[src/rtl/riscv_alu_pkg.sv]
// Shared ALU definitions: ALUControl codes (also used by the ALU decoder),
// FSM state encoding and default datapath widths.
package riscv_alu_pkg;

  localparam int XLEN    = 32;
  localparam int SHAMT_W = 5;

  localparam logic [2:0] ALU_ADD = 3'b000;
  localparam logic [2:0] ALU_SLL = 3'b001;
  localparam logic [2:0] ALU_SUB = 3'b010;
  localparam logic [2:0] ALU_XOR = 3'b100;
  localparam logic [2:0] ALU_SRL = 3'b101;
  localparam logic [2:0] ALU_OR  = 3'b110;
  localparam logic [2:0] ALU_AND = 3'b111;

  typedef enum logic [1:0] {
    IDLE  = 2'd0,
    SHIFT = 2'd1,
    DONE  = 2'd2
  } alu_state_t;

endpackage

[src/rtl/alu_shift_step.sv]
// Combinational single-step logical shifter: shifts value by 1 or 4 bits,
// zero-filling. dir=0 shifts left, dir=1 shifts right.
module alu_shift_step #(
  parameter int XLEN = 32
) (
  input  logic            dir,
  input  logic            by4,
  input  logic [XLEN-1:0] value,
  output logic [XLEN-1:0] shifted
);

  logic [XLEN-1:0] left1;
  logic [XLEN-1:0] left4;
  logic [XLEN-1:0] right1;
  logic [XLEN-1:0] right4;

  assign left1  = {value[XLEN-2:0], 1'b0};
  assign left4  = {value[XLEN-5:0], 4'b0000};
  assign right1 = {1'b0, value[XLEN-1:1]};
  assign right4 = {4'b0000, value[XLEN-1:4]};

  always_comb begin
    shifted = '0;
    case ({dir, by4})
      2'b00:   shifted = left1;
      2'b01:   shifted = left4;
      2'b10:   shifted = right1;
      default: shifted = right4;
    endcase
  end

endmodule

[src/rtl/iterative_alu.sv]
// Multi-cycle execute-stage ALU: single-cycle add/sub/logic, iterative shifts.
// Define ALU_SHIFT4_EN to step shifts by 4 bits when at least 4 remain.
module iterative_alu #(
  parameter int XLEN    = riscv_alu_pkg::XLEN,
  parameter int SHAMT_W = riscv_alu_pkg::SHAMT_W
) (
  input  logic            clk,
  input  logic            rst_n,
  input  logic            start,
  input  logic [2:0]      ALUControl,
  input  logic [XLEN-1:0] SrcA,
  input  logic [XLEN-1:0] SrcB,
  output logic            busy,
  output logic            done,
  output logic [XLEN-1:0] ALUResult,
  output logic            Zero
);

  import riscv_alu_pkg::*;

  alu_state_t          state_reg, state_next;
  logic [XLEN-1:0]     shreg_reg, shreg_next;
  logic [SHAMT_W-1:0]  cnt_reg, cnt_next;
  logic                dir_reg, dir_next;
  logic [XLEN-1:0]     result_reg, result_next;
  logic                zero_reg, zero_next;

  logic [SHAMT_W-1:0]  shamt;
  logic                is_shift;
  logic                by4;
  logic [SHAMT_W-1:0]  step;
  logic [XLEN-1:0]     step_out;
  logic [XLEN-1:0]     alu_out;

  assign shamt    = SrcB[SHAMT_W-1:0];
  assign is_shift = (ALUControl == ALU_SLL) || (ALUControl == ALU_SRL);

`ifdef ALU_SHIFT4_EN
  assign by4 = (cnt_reg >= SHAMT_W'(4));
`else
  assign by4 = 1'b0;
`endif
  assign step = by4 ? SHAMT_W'(4) : SHAMT_W'(1);

  alu_shift_step #(.XLEN(XLEN)) u_step (
    .dir     (dir_reg),
    .by4     (by4),
    .value   (shreg_reg),
    .shifted (step_out)
  );

  // Single-cycle datapath; code 011 and shift codes fall through to zero.
  always_comb begin
    alu_out = '0;
    case (ALUControl)
      ALU_ADD: alu_out = SrcA + SrcB;
      ALU_SUB: alu_out = SrcA + ~SrcB + XLEN'(1);
      ALU_XOR: alu_out = SrcA ^ SrcB;
      ALU_OR:  alu_out = SrcA | SrcB;
      ALU_AND: alu_out = SrcA & SrcB;
      default: alu_out = '0;
    endcase
  end

  always_comb begin
    state_next  = state_reg;
    shreg_next  = shreg_reg;
    cnt_next    = cnt_reg;
    dir_next    = dir_reg;
    result_next = result_reg;
    zero_next   = zero_reg;
    case (state_reg)
      IDLE: begin
        if (start) begin
          if (is_shift) begin
            dir_next = (ALUControl == ALU_SRL);
            if (shamt == '0) begin
              result_next = SrcA;
              zero_next   = (SrcA == '0);
              state_next  = DONE;
            end else begin
              shreg_next = SrcA;
              cnt_next   = shamt;
              state_next = SHIFT;
            end
          end else begin
            result_next = alu_out;
            zero_next   = (alu_out == '0);
            state_next  = DONE;
          end
        end
      end
      SHIFT: begin
        shreg_next = step_out;
        cnt_next   = cnt_reg - step;
        // Last step: publish the shifted value straight from the stepper.
        if (cnt_reg == step) begin
          result_next = step_out;
          zero_next   = (step_out == '0);
          state_next  = DONE;
        end
      end
      DONE:    state_next = IDLE;
      default: state_next = IDLE;
    endcase
  end

  always_ff @(posedge clk or negedge rst_n) begin
    if (!rst_n) begin
      state_reg  <= IDLE;
      shreg_reg  <= '0;
      cnt_reg    <= '0;
      dir_reg    <= 1'b0;
      result_reg <= '0;
      zero_reg   <= 1'b1;
    end else begin
      state_reg  <= state_next;
      shreg_reg  <= shreg_next;
      cnt_reg    <= cnt_next;
      dir_reg    <= dir_next;
      result_reg <= result_next;
      zero_reg   <= zero_next;
    end
  end

  assign busy      = (state_reg != IDLE);
  assign done      = (state_reg == DONE);
  assign ALUResult = result_reg;
  assign Zero      = zero_reg;

endmodule

[config.mk]
export PLATFORM = sky130hd
export DESIGN_NAME = iterative_alu
export DESIGN_NICKNAME = d
export VERILOG_FILES = /design/src/rtl/riscv_alu_pkg.sv /design/src/rtl/alu_shift_step.sv /design/src/rtl/iterative_alu.sv
export SDC_FILE = /design/constraint.sdc
export NUM_CORES = 1
export LEC_CHECK = 0
export ABC_AREA = 1
export BUFFER_PORTS_ARGS = -buffer_cell sky130_fd_sc_hd__buf_4
export CAP_MARGIN = 20
export CORE_ASPECT_RATIO = 0.75
export CORE_UTILIZATION = 60
export DETAILED_ROUTE_END_ITERATION = 10
export PLACE_DENSITY = 0.81
export RECOVER_POWER = 50
export SKIP_LAST_GASP = 1
export SLEW_MARGIN = 20
export SYNTH_ARGS = -nofsm -noshare
export SYNTH_HDL_FRONTEND = slang
export SYNTH_HIERARCHICAL = 1
export SYNTH_SLANG_ARGS = --single-unit
export TNS_END_PERCENT = 100
[constraint.sdc]
create_clock -name clk -period 2.4 [get_ports clk]
set_input_delay 0.72 -clock clk [delete_from_list [all_inputs] [get_ports clk]]
set_output_delay 0.72 -clock clk [all_outputs]
set_load 0.05 [all_outputs]
==> summary.md, run 1 <==
| Metric | Value |
|---|---|
| Leading cell types by total area after synthesis | sky130_fd_sc_hd__nand2_1 19%, sky130_fd_sc_hd__dfrtp_1 16%, sky130_fd_sc_hd__ha_1 12%, sky130_fd_sc_hd__nand3_1 11%, sky130_fd_sc_hd__inv_1 10% |
| Count of flip-flops with a built-in enable after synthesis | 0 |
| Total grt overflow | roughly 190 |
| Outcome | aborted with a tool error |
| Library cell used as clock root buffer | sky130_fd_sc_hd__clkbuf_16 |
| Synthesized instance count | 1928 |
| Total clock buffers created by CTS | 9 |
| H-Tree Level Count | 3 |
| Count of placed standard cells including taps | 2564 |
| Area leader, netlist | sky130_fd_sc_hd__nand2_1 |
| Io pins | 105 |
| Placed wire-length estimate after detailed placement | around 38 mm |
| Setup Slack @ Placement | -1030 ps |
| Count of cell types in the netlist | 50 |
| Nets in the synthesized netlist | 2105 |
| Vert. Die Dim | 120 µm |
| Seq/Total Area, Yosys | 0.164 |
| Netlist area before placement | 11100 µm² |
| Post-synth top area share | 0.189 |
| Hold-fix buffers at CTS | 0 |
| Last weighted congestion value of the routability-driven placer | approximately 1.1 |
| Initial standard-cell utilization of the core | 0.622 |
| Cell with the most instances after synthesis | sky130_fd_sc_hd__nand2_1 |
| Number of register bits inferred by synthesis | 73 |
| Most numerous cell types in the synthesized netlist | 562 x sky130_fd_sc_hd__nand2_1, 298 x sky130_fd_sc_hd__inv_1, 245 x sky130_fd_sc_hd__nand3_1, 170 x sky130_fd_sc_hd__nor2_1, 105 x sky130_fd_sc_hd__ha_1 |
| Proportion of register bits with asynchronous set or reset after synthesis | 1.00 |
| Predominant post-synthesis flop cell | sky130_fd_sc_hd__dfrtp_1 |
| Buffer levels on the longest clock path | 2 |
| Number of synthesis warnings | 6 |
| Horiz. Die Dim | between 150 and 200 µm |
| CTS sink count | 73 |
| Number of global-route vias before repair | about 21000 |
| Last stage reached | global routing (5_1_grt) |
| First-pass GRT wire length | 120 mm |
| Largest net degree at the start of global routing | 60 |
| Number of buffer cells added on primary ports | 104 |
| Total routing resource utilization after global routing | 0.813 |
| Stop Error | [ERROR GRT-0116] Global routing finished with congestion. Check the congestion regions in the DRC Viewer. |
| Avg Inst Size Synth | between 5 and 6 µm² |
| Standard-cell rows | 42 |
[cell families after synthesis]
family	after synthesis	share of synthesized area
AND/OR/NAND/NOR	1091	0.424
XOR/XNOR	3	0.00236
buffers and inverters	395	0.152
flip-flops	73	0.164
AO/OA/AOI/OAI	258	0.136
adder cells (fa/ha/maj)	107	0.121
other	1	0.000337
[layer usage]
layer | GRT overflow | global-route usage
met5 | 0 | 0.291
met4 | 76 | 0.871
met3 | 2 | 0.650
met2 | 103 | 0.983
met1 | 6 | 0.801
[per-stage QoR]
stage / TNS [ps] / cell area, µm²
after floorplan: -524 / 11400
after global placement: -19860 / 14900
after detailed placement: -22170 / 14900
after CTS: -3820 / 17000
[repair_timing]
action | 4_1_cts
gates resized for setup | 477
pin swaps | 121
endpoints found under the setup margin | 29
setup buffers | 36
==> run 2, diff against run 1 <==
--- a/config.mk
+++ b/config.mk
@@ -8,10 +8,9 @@
 export ABC_AREA = 1
 export BUFFER_PORTS_ARGS = -buffer_cell sky130_fd_sc_hd__buf_4
 export CAP_MARGIN = 20
-export CORE_ASPECT_RATIO = 0.75
-export CORE_UTILIZATION = 60
+export CORE_UTILIZATION = 40
 export DETAILED_ROUTE_END_ITERATION = 10
-export PLACE_DENSITY = 0.81
+export PLACE_DENSITY_LB_ADDON = 0.15
 export RECOVER_POWER = 50
 export SKIP_LAST_GASP = 1
 export SLEW_MARGIN = 20
==> run 2 against run 1 <==
Against the previous run:
- the flow now finishes, with violations (capacitance limit, slew limit, setup timing)
- synthesized area did not move
- synthesized cell count did not move
==> summary.md, run 2 <==
| Metric | Value |
|---|---|
| Outcome | finished, violations left |
| Violated checks | capacitance limit, slew limit, setup timing |
| Via total after detailed routing | approximately 15000 |
| Area taken by flip-flops and latches | approximately 1800 µm² |
| Post-DP Area | 15400 µm² (+3.8%) |
| Number of buffer cells added on primary ports | 104 (unchanged) |
| Total of fill cells in the finished design | roughly 2600 |
| Worst max-slew margin expressed relative to the limit | -0.0295 |
| Total power after layout | 11.6 mW |
| Clock-pin slew reported for the worst setup and hold paths after clock tree synthesis | 60 ps |
| RSZ-0062 raised after global routing | yes |
| Io pins | 105 (unchanged) |
| Most numerous cell types in the synthesized netlist | 562 x sky130_fd_sc_hd__nand2_1, 298 x sky130_fd_sc_hd__inv_1, 245 x sky130_fd_sc_hd__nand3_1, 170 x sky130_fd_sc_hd__nor2_1, 105 x sky130_fd_sc_hd__ha_1 |
| Full die area | around 29000 µm² |
| Total routing resource utilization after global routing | 0.365 |
| Netlist area before placement | 11100 µm² (unchanged) |
| PnR worst setup slack | -387 ps |
| Avg Inst Size Synth | 5.78 µm² (unchanged) |
| Most frequent standard cell in the layout excluding fill and tap cells | sky130_fd_sc_hd__buf_4 |
| Last weighted congestion value of the routability-driven placer | 0.978 (-14%) |
| Critical path endpoint category | register |
| Post-route DRC violation count | 0 |
| Timing-limited maximum frequency | ~0.36 GHz |
| Critical path fanouts, max | 4 |
| Commonest cells after routing, fill and taps aside | 514 x sky130_fd_sc_hd__buf_4, 489 x sky130_fd_sc_hd__nand2_1, 237 x sky130_fd_sc_hd__inv_1 |
| Number of antenna violations at the first check in global routing | 0 |
| Horiz. Die Dim | 169 µm (+6.0%) |
| Setup Viol. Count Final | 27 |
| Multiplexer area fraction after synthesis | 0 (unchanged) |
| Max-cap check violation count | 1 |
| First-pass GRT wire length | 79.9 mm |
| Clock latency reported for the late side of the worst-skew pair | 340 ps |
| Largest family of logic cells by synthesized area | simple AND/OR/NAND/NOR gates |
| Synthesized instance count | 1928 (unchanged) |
| Setup Slack @ Placement | -1220 ps (-183 ps) |
| Max Clock Skew | 8.37 ps |
| Post-layout net count | ~2600 |
| Layout Cell Area excl Fill | 17600 µm² |
| Number of synthesis warnings | 6 (unchanged) |
| Number of global-route vias before repair | ~14000 |
| Largest net degree at the start of global routing | 60 |
| Count of flip-flops with a built-in enable after synthesis | 0 (unchanged) |
| Placed wire-length estimate after detailed placement | 43.0 mm (+13%) |
| Required time of the worst setup path | between 2000 and 3000 ps |
| Proportion of register bits with asynchronous set or reset after synthesis | 1.00 (unchanged) |
| Hold-fix buffers at CTS | 0 (unchanged) |
| Hold Startpoint | ALUResult[11] |
| Drt wl/cell | ~19 µm |
| Area share of and/or/nand/nor cells after synthesis | 0.424 (unchanged) |
| Cell Pwr Density | around 660 nW/µm² |
| Nets in the synthesized netlist | 2105 (unchanged) |
| Startpoint Class | primary input |
| Vias per inst | about 5.4 |
| Leakage Power | about 9.2 nW |
| Final antenna diode count | 0 |
| Cell with the most instances after synthesis | sky130_fd_sc_hd__nand2_1 |
| Footprint of the multi-input gates | between 9000 and 10000 µm² |
| Data arrival time at the worst-slack endpoint | 3060 ps |
| Fraction of the mapped netlist area in compound gates | 0.136 (unchanged) |
| Drt first-iter violations | between 1500 and 2000 |
| Post-layout minimum cycle time | around 2800 ps |
| Total clock buffers created by CTS | 9 (unchanged) |
| H-Tree Level Count | 3 (unchanged) |
| ANT nets after route | 0 |
| Area of the placeable core | between 20000 and 30000 µm² |
| Initial standard-cell utilization of the core | 0.410 (-0.212) |
| Worst Max-Slew Pin Slew | 1540 ps |
| Detailed-routing iteration count for the pre-antenna-repair pass | 6 |
| Total grt overflow | 0 |
| Fraction of final layout cells sized beyond drive strength 1 | 0.396 |
| Detailed-route wire length | 53.1 mm |
| Parity-gate share of the synthesized area counting xor and xnor cells | 0.00236 (unchanged) |
| Final Cycle Share | 1.16 |
| Synthesis-to-finish area growth | 57.7% |
| Reg-to-Reg Start | dir_reg |
| Peak ir drop on the vdd network | ~450 µV |
| Vert. Die Dim | 169 µm (+41%) |
| Slew Limit Fails | 28 |
| Arithmetic-cell share of the synthesized area counting full adders, half adders and majority gates | 0.121 (unchanged) |
| First element of the critical path | SrcA[0] |
| Buffer levels on the longest clock path | 2 (unchanged) |
| CTS sink count | 73 (unchanged) |
| Hold/Removal Path Class | register to register |
| Standard-cell rows | 60 (+43%) |
| Leading cell types by total area after synthesis | sky130_fd_sc_hd__nand2_1 19%, sky130_fd_sc_hd__dfrtp_1 16%, sky130_fd_sc_hd__ha_1 12%, sky130_fd_sc_hd__nand3_1 11%, sky130_fd_sc_hd__inv_1 10% |
| Number of hold-slack violations in the final timing report | 0 |
| Library cell used as clock root buffer | sky130_fd_sc_hd__clkbuf_16 |
| Kind of critical path | primary input to register |
| Seq/Total Area, Yosys | 0.164 (unchanged) |
| Area leader, netlist | sky130_fd_sc_hd__nand2_1 |
| Predominant post-synthesis flop cell | sky130_fd_sc_hd__dfrtp_1 |
| Number of register bits inferred by synthesis | 73 (unchanged) |
| CTS tree | built |
| Count of cell types in the netlist | 50 (unchanged) |
| Post-synth top area share | 0.189 (unchanged) |
==> run 2: cell counts after synthesis <==
No cell type changed its count.
==> run 2: cell type report <==
cell class,instances,area share
multi-input cells,1460,0.530
repair buffers,556,0.250
flip-flops and latches,73,0.104
inverters,309,0.0688
well taps,372,0.0265
clock buffers,12,0.0146
clock inverters,4,0.00563
==> run 2: logic make-up after synthesis <==
| kind of cell | Yosys count |
|---|---|
| flops | 73 |
| xor+xnor | 3 |
| fa+ha+maj | 107 |
| simple gates | 1091 |
| compound gates | 258 |
| buf+inv | 395 |
| other cells | 1 |
==> run 2: metrics by stage <==
| step | utilization | hold WS [ps] | instances | TNS, ps |
|---|---|---|---|---|
| CTS | 0.625 | 314 | 2776 | -5330 |
| floorplan | - | 424 | 1928 | -524 |
| finish | 0.646 | 478 | 2786 | -5580 |
| global route | 0.646 | 507 | 2786 | -8910 |
| global placement | 0.568 | 465 | 2743 | -24440 |
| detailed placement | 0.568 | 468 | 2743 | -25010 |
==> run 2: what timing repair did <==
action,CTS,global route
endpoints found under the setup margin,30,29
setup buffers,17,11
hold endpoints to repair,0,0
pin swaps,80,90
gates resized for setup,283,162
==> run 2: per-layer routing <==
layer,vias up,global-route usage,part of all wire
met5,-,0,0
met4,0,0.0652,0.019
met3,67,0.0262,0.080
met2,697,0.581,0.44
met1,7204,0.539,0.46
li1,7215,-,-
==> run 2: final timing paths <==
check / depth (start not counted) / to / slack, ps
max: 23 / Zero / -390
min: 2 / ALUResult[11] / 480
max reg2reg: 13 / Zero / -240
min reg2reg: 2 / ALUResult[11] / 480
max in group asynchronous: 2 / ALUResult[31] / 320
min in group asynchronous: 1 / dir_reg / 750
==> run 2: critical path: stages <==
cell and delay, ps:
sky130_fd_sc_hd__buf_12 120, sky130_fd_sc_hd__inv_16 50, sky130_fd_sc_hd__ha_4 120, sky130_fd_sc_hd__inv_4 30, sky130_fd_sc_hd__fa_2 340, sky130_fd_sc_hd__nand2_2 100
sky130_fd_sc_hd__nand2_4 90, sky130_fd_sc_hd__nand3_4 90, sky130_fd_sc_hd__nand2_4 80, sky130_fd_sc_hd__nand2_4 90, sky130_fd_sc_hd__buf_6 100, sky130_fd_sc_hd__nand4_1 160
sky130_fd_sc_hd__nand3_2 150, sky130_fd_sc_hd__nand3_2 100, sky130_fd_sc_hd__nor2_1 120, sky130_fd_sc_hd__nand2_1 50, sky130_fd_sc_hd__inv_1 40, sky130_fd_sc_hd__nand2_1 90
sky130_fd_sc_hd__nor2_1 100, sky130_fd_sc_hd__nand3_1 80, sky130_fd_sc_hd__nand2_1 60, sky130_fd_sc_hd__nand2_1 60, sky130_fd_sc_hd__a21oi_2 120
==> run 2: where the power goes <==
group          leakage (nW)  internal [mW]  switching [mW]
sequential            0.922           1.79           0.531
combinational          8.09           2.98            4.73
clock                 0.173           1.07           0.526
total                  9.18           5.85            5.79
Power figures use the tool's default switching activity.
==> run 3, diff against run 2 <==
--- a/config.mk
+++ b/config.mk
@@ -5,7 +5,6 @@
 export SDC_FILE = /design/constraint.sdc
 export NUM_CORES = 1
 export LEC_CHECK = 0
-export ABC_AREA = 1
 export BUFFER_PORTS_ARGS = -buffer_cell sky130_fd_sc_hd__buf_4
 export CAP_MARGIN = 20
 export CORE_UTILIZATION = 40
==> run 3 against run 2 <==
Against the previous run:
- routed wire length down 13%
- register-to-register slack worse by 1100 ps
- largest power group unchanged
- the flow finishes with violations (setup timing)
- setup slack worse by 940 ps
- hold slack worse by 4.3 ps
==> summary.md, run 3 <==
| Metric | Value |
|---|---|
| Vert. Die Dim | 162 µm (-4.3%) |
| Standard-cell rows | 58 (-3.3%) |
| Synthesis-to-finish area growth | 65.0% |
| Last weighted congestion value of the routability-driven placer | 1.01 (+3.4%) |
| Worst Max-Slew Pin Slew | 1010 ps (-532 ps) |
| Commonest cells after routing, fill and taps aside | 591 x sky130_fd_sc_hd__buf_4, 163 x sky130_fd_sc_hd__nand2_1, 100 x sky130_fd_sc_hd__a21oi_1 |
| First-pass GRT wire length | 70.5 mm (-12%) |
| Met1 usage | 0.492 (-0.0466) |
| Via total after detailed routing | 13019 (-14%) |
| Util after Layout | 0.669 (+0.0227) |
| Cell with the most instances after synthesis | sky130_fd_sc_hd__nand2_1 |
| Fraction of the mapped netlist area in compound gates | 0.307 (+0.171) |
| Drt wl/cell | 20.6 µm (+8.1%) |
| Worst hold-check slack | 474 ps (-4.26 ps) |
| Internal power summed over all cells | 6.95 mW (+19%) |
| Clock network power share | 0.125 (-0.013) |
| Post-layout net count | 2087 (-19%) |
| Number of synthesis warnings | 6 (unchanged) |
| Violated checks | setup timing |
| Count of flip-flops with a built-in enable after synthesis | 0 (unchanged) |
| Count of cell types in the netlist | 79 (+58%) |
| Horiz. Die Dim | 162 µm (-4.3%) |
| Logic pwr share | 0.689 (+0.026) |
| Buffer levels on the longest clock path | 2 (unchanged) |
| Total routing resource utilization after global routing | 0.350 (-0.0146) |
| Largest family of logic cells by synthesized area | compound AO/OA/AOI/OAI gates |
| Placed wire-length estimate after detailed placement | 36.8 mm (-15%) |
| Count of placed standard cells including taps | 2201 (-20%) |
| Cell Pwr Density | 752 nW/µm² (+14%) |
| Setup Viol. Count Final | 29 (+7.4%) |
| Final standard cell count with taps included and fillers excluded | 2245 (-19%) |
| Synthesized instance count | 1362 (-29%) |
| Number of global-route vias before repair | 12491 (-11%) |
| Clock-pin slew reported for the worst setup and hold paths after clock tree synthesis | 60 ps (about the same) |
| Global-route track usage on met2 | 0.541 (-0.0405) |
| Area share of and/or/nand/nor cells after synthesis | 0.191 (-0.233) |
| Total of fill cells in the finished design | 2167 (-18%) |
| Sequential fraction of design power | 0.186 (-0.013) |
| Number of hold-slack violations in the final timing report | 0 (unchanged) |
| Post-route DRC violation count | 0 (unchanged) |
| Library cell used as clock root buffer | sky130_fd_sc_hd__clkbuf_16 |
| Startpoint Class | register |
| Avg Inst Size Synth | 7.48 µm² (+29%) |
| Netlist area before placement | 10200 µm² (-8.6%) |
| Most numerous cell types in the synthesized netlist | 167 x sky130_fd_sc_hd__nand2_1, 125 x sky130_fd_sc_hd__a21oi_1, 112 x sky130_fd_sc_hd__inv_1, 105 x sky130_fd_sc_hd__ha_1, 93 x sky130_fd_sc_hd__nor2_1 |
| Parity-gate share of the synthesized area counting xor and xnor cells | 0.0172 (+0.0148) |
| Area of the placeable core | 25100 µm² (-7.6%) |
| Total grt overflow | 0 (unchanged) |
| Total power after layout | 12.6 mW (+8.6%) |
| Psw | 5.69 mW (-1.7%) |
| Post-layout minimum cycle time | 3730 ps (+943 ps) |
| ANT nets after route | 0 (unchanged) |
| Number of buffer cells added on primary ports | 104 (unchanged) |
| Final antenna diode count | 0 (unchanged) |
| Number of register bits inferred by synthesis | 73 (unchanged) |
| Required time of the worst setup path | 2650 ps (-30 ps) |
| Max-cap check violation count | 0 (-1) |
| Max Clock Skew | 12.4 ps (+4.04 ps) |
| Critical path fanouts, max | 7 (+3) |
| Leakage Power | 7.87 nW (-14%) |
| Io pins | 105 (unchanged) |
| PnR worst setup slack | -1330 ps (-943 ps) |
| Predominant post-synthesis flop cell | sky130_fd_sc_hd__dfrtp_1 |
| Share of total power consumed by net switching | 0.450 (-0.0474) |
| Kind of critical path | register to register |
| Data arrival time at the worst-slack endpoint | 3980 ps (+920 ps) |
| H-Tree Level Count | 3 (unchanged) |
| Leading cell types by total area after synthesis | sky130_fd_sc_hd__dfrtp_1 18%, sky130_fd_sc_hd__ha_1 13%, sky130_fd_sc_hd__nand2_1 6.2%, sky130_fd_sc_hd__a21oi_1 6.1%, sky130_fd_sc_hd__inv_1 4.1% |
| Proportion of register bits with asynchronous set or reset after synthesis | 1.00 (unchanged) |
| Timing-limited maximum frequency | 0.268 GHz (-25%) |
| Drt first-iter violations | 1420 (-16%) |
| Detailed-route wire length | 46.2 mm (-13%) |
| Outcome | finished, violations left |
| Multiplexer area fraction after synthesis | 0.0908 (+0.0908) |
| Detailed-routing iteration count for the pre-antenna-repair pass | 6 (unchanged) |
| Final Cycle Share | 1.55 (+0.393) |
| Seq/Total Area, Yosys | 0.179 (+0.0154) |
| Worst max-slew margin expressed relative to the limit | 0.325 (+0.355) |
| Arithmetic-cell share of the synthesized area counting full adders, half adders and majority gates | 0.133 (+0.0114) |
| Full die area | 26100 µm² (-8.5%) |
| RSZ-0062 raised after global routing | yes |
| Total clock buffers created by CTS | 9 (unchanged) |
| CTS sink count | 73 (unchanged) |
| Critical path endpoint category | register |
| GR Util met3 | 0.0637 (+0.0375) |
| Most frequent standard cell in the layout excluding fill and tap cells | sky130_fd_sc_hd__buf_4 |
| Peak ir drop on the vdd network | 798 µV (+76%) |
| Area leader, netlist | sky130_fd_sc_hd__dfrtp_1 |
| Busiest metal layer after global routing | met2 |
| Hold/Removal Path Class | register to register |
| Post-synth top area share | 0.177 (-0.0124) |
| Fraction of final layout cells sized beyond drive strength 1 | 0.456 (+0.0599) |
| Largest net degree at the start of global routing | 69 (+15%) |
| Slew Limit Fails | 0 (-100%) |
| Vias per inst | 5.80 (+6.4%) |
| Number of antenna violations at the first check in global routing | 0 (unchanged) |
| Clock latency reported for the late side of the worst-skew pair | 350 ps (about the same) |
| Initial standard-cell utilization of the core | 0.406 (-0.00442) |
| CTS tree | built |
[run 3: worst max-delay path, stage by stage, from the launching register on]
cell and delay (ps):
sky130_fd_sc_hd__dfrtp_2 440, sky130_fd_sc_hd__mux4_1 600, sky130_fd_sc_hd__nor4_1 420, sky130_fd_sc_hd__nand4_1 190
sky130_fd_sc_hd__nor2_1 170, sky130_fd_sc_hd__a41o_1 250, sky130_fd_sc_hd__nor2_1 80, sky130_fd_sc_hd__nor4_2 320
sky130_fd_sc_hd__nand4_1 140, sky130_fd_sc_hd__or4b_4 530, sky130_fd_sc_hd__nor4_2 160, sky130_fd_sc_hd__nand4_1 130
sky130_fd_sc_hd__o41ai_2 220
[run 3: final timing paths]
check | depth (start not counted) | slack (ps) | startpoint | end
setup / recovery | 12 | -1330 | dir_reg | Zero
hold / removal | 2 | 470 | ALUResult[20] | ALUResult[20]
setup reg to reg | 12 | -1330 | dir_reg | Zero
hold reg to reg | 2 | 470 | ALUResult[20] | ALUResult[20]
max in group asynchronous | 2 | 390 | rst_n | ALUResult[20]
min in group asynchronous | 1 | 540 | rst_n | cnt_reg[4]
[run 3: logic make-up (layout without fill, tap and decap cells)]
group | Yosys count | after routing
xor gates and xnor gates | 20 | 20
muxes | 58 | 58
and+or+nand+nor | 419 | 419
other | 1 | 2
AOI/OAI and AO/OA | 478 | 478
buffers and inverters | 206 | 758
adders and majority gates | 107 | 107
DFF | 73 | 73
[run 3: metrics by stage]
step           setup slack, ps  area (µm²)  TNS [ps]
2_1_floorplan            -1280       10700    -13250
3_3_place_gp             -1720       15200    -35790
3_5_place_dp             -1740       15200    -36640
4_1_cts                  -1270       16200    -21270
5_1_grt                  -1460       16800    -26270
6_report                 -1330       16800    -22880
[run 3: area by class of cell]
type / instances / area [µm²] / share of cell area
multi-input combinational: 1084 / 8830 / 0.525
inverter: 114 / 497 / 0.0296
clock inverter: 5 / 103 / 0.00611
timing repair buffer: 628 / 4890 / 0.291
sequential: 73 / 1830 / 0.109
tap: 330 / 413 / 0.0246
clock buffer: 11 / 243 / 0.0144
[run 3: per-layer routing]
metal  wire [µm]  share of wire
met5           0              0
met4        1430          0.031
met3        4200          0.091
met2       20300           0.44
met1       20300           0.44
[run 3: what timing repair did]
| item | CTS | global route |
|---|---|---|
| resized for setup | 114 | 94 |
| endpoints found under the setup margin | 30 | 31 |
| pin swaps | 56 | 75 |
| setup buffers | 12 | 24 |
| hold buffers | 0 | 0 |
| hold endpoints to repair | 0 | 0 |
[run 3: power groups by stage]
| stage | Combinational, mW | Sequential, mW | Clock, mW |
|---|---|---|---|
| floorplan | 3.43 | 3.17 | 0 |
| detailed placement | 7.98 | 2.35 | 0 |
| finish | 8.72 | 2.35 | 1.58 |
| global route | 9.21 | 2.41 | 1.64 |
| CTS | 8.24 | 2.34 | 1.58 |
| global placement | 7.89 | 2.33 | 0 |
==> run 4, diff against run 3 <==
--- a/config.mk
+++ b/config.mk
@@ -5,8 +5,11 @@
 export SDC_FILE = /design/constraint.sdc
 export NUM_CORES = 1
 export LEC_CHECK = 0
+export ABC_AREA = 1
 export BUFFER_PORTS_ARGS = -buffer_cell sky130_fd_sc_hd__buf_4
 export CAP_MARGIN = 20
+export CELL_PAD_IN_SITES_DETAIL_PLACEMENT = 1
+export CELL_PAD_IN_SITES_GLOBAL_PLACEMENT = 1
 export CORE_UTILIZATION = 40
 export DETAILED_ROUTE_END_ITERATION = 10
 export PLACE_DENSITY_LB_ADDON = 0.15
==> run 4 against run 3 <==
Against the previous run:
- the flow now stops in global routing (5_1_grt)
- synthesized area is 9.4% higher
- synthesized cell count is 42% higher
==> summary.md, run 4 <==
| Metric | Value |
|---|---|
| Area leader, netlist | sky130_fd_sc_hd__nand2_1 |
| Stop Error | [ERROR GRT-0232] Routing congestion too high. Check the congestion heatmap in the GUI. |
| Predominant post-synthesis flop cell | sky130_fd_sc_hd__dfrtp_1 |
| Cell with the most instances after synthesis | sky130_fd_sc_hd__nand2_1 |
| Number of synthesis warnings | 6 (unchanged) |
| Largest net degree at the start of global routing | 60 |
| Total clock buffers created by CTS | 9 (unchanged) |
| Avg Inst Size Synth | 5.78 µm² (-23%) |
| Io pins | 105 (unchanged) |
| Proportion of register bits with asynchronous set or reset after synthesis | 1.00 (unchanged) |
| Netlist area before placement | 11100 µm² (+9.4%) |
| Count of flip-flops with a built-in enable after synthesis | 0 (unchanged) |
| Most numerous cell types in the synthesized netlist | 562 x sky130_fd_sc_hd__nand2_1, 298 x sky130_fd_sc_hd__inv_1, 245 x sky130_fd_sc_hd__nand3_1, 170 x sky130_fd_sc_hd__nor2_1, 105 x sky130_fd_sc_hd__ha_1 |
| Last weighted congestion value of the routability-driven placer | 0.996 (-1.5%) |
| Number of register bits inferred by synthesis | 73 (unchanged) |
| End pin of the worst setup path after global-route repair | Zero$_DFFE_PN1P_/D |
| Number of buffer cells added on primary ports | 104 (unchanged) |
| Buffer levels on the longest clock path | 2 (unchanged) |
| Total grt overflow | 604 |
| Initial standard-cell utilization of the core | 0.410 (+0.00442) |
| Multiplexer area fraction after synthesis | 0 (-0.0908) |
| Last stage reached | global routing (5_1_grt) |
| Setup Slack @ Placement | -1140 ps (+605 ps) |
| Post-synth top area share | 0.189 (+0.0124) |
| Nets in the synthesized netlist | 2105 |
| Seq/Total Area, Yosys | 0.164 (-0.0154) |
| Horiz. Die Dim | 169 µm (+4.5%) |
| Standard-cell rows | 60 (+3.4%) |
| Count of cell types in the netlist | 50 (-37%) |
| Vert. Die Dim | 169 µm (+4.5%) |
| Library cell used as clock root buffer | sky130_fd_sc_hd__clkbuf_16 |
| Parity-gate share of the synthesized area counting xor and xnor cells | 0.00236 (-0.0148) |
| CTS sink count | 73 (unchanged) |
| Largest family of logic cells by synthesized area | simple AND/OR/NAND/NOR gates |
| Worst endpoint type | register data pin |
| Total routing resource utilization after global routing | 0.877 |
| Placed wire-length estimate after detailed placement | 49.4 mm (+34%) |
| Arithmetic-cell share of the synthesized area counting full adders, half adders and majority gates | 0.121 (-0.0114) |
| Synthesized instance count | 1928 (+42%) |
| Fraction of the mapped netlist area in compound gates | 0.136 (-0.171) |
| Leading cell types by total area after synthesis | sky130_fd_sc_hd__nand2_1 19%, sky130_fd_sc_hd__dfrtp_1 16%, sky130_fd_sc_hd__ha_1 12%, sky130_fd_sc_hd__nand3_1 11%, sky130_fd_sc_hd__inv_1 10% |
| Outcome | aborted with a tool error |
| H-Tree Level Count | 3 (unchanged) |
| Area share of and/or/nand/nor cells after synthesis | 0.424 (+0.233) |
## run 4: cell count changes after synthesis, moves of 27 or more
| cell | delta |
|---|---|
| sky130_fd_sc_hd__o31ai_1 | -27 |
| sky130_fd_sc_hd__nand4_1 | +44 |
| sky130_fd_sc_hd__nand2_1 | +395 |
| sky130_fd_sc_hd__clkbuf_1 | -43 |
| sky130_fd_sc_hd__inv_1 | +186 |
| sky130_fd_sc_hd__a31oi_1 | -27 |
| sky130_fd_sc_hd__mux2i_1 | -29 |
| sky130_fd_sc_hd__nand3_1 | +215 |
| sky130_fd_sc_hd__nor2_1 | +77 |
| sky130_fd_sc_hd__a211oi_1 | -33 |
| sky130_fd_sc_hd__a21o_1 | -29 |
| sky130_fd_sc_hd__a21oi_1 | -29 |
## run 4: logic make-up after synthesis
kind of cell / Yosys count
and+or+nand+nor: 1091
buffers and inverters: 395
AOI/OAI and AO/OA: 258
adders and majority gates: 107
DFF: 73
xor gates and xnor gates: 3
other: 1
## run 4: per-layer routing
metal	overflow	GRT usage
met5	3	0.381
met1	10	0.842
met2	383	1.05
met3	18	0.730
met4	190	0.967
## run 4: through the flow
step                TNS [ps]  utilization  std cells  cell area (µm²)
floorplan               -524            -       1928            11400
global placement      -22660        0.565       2726            15300
detailed placement    -25790        0.565       2726            15300
CTS                    -6010        0.639       2773            17400
## run 4: timing repair
| item | CTS |
|---|---|
| gates cloned | 0 |
| pin swaps | 132 |
| setup endpoints to repair | 30 |
| hold buffers | 0 |
| gates resized for setup | 428 |
| setup buffers | 34 |
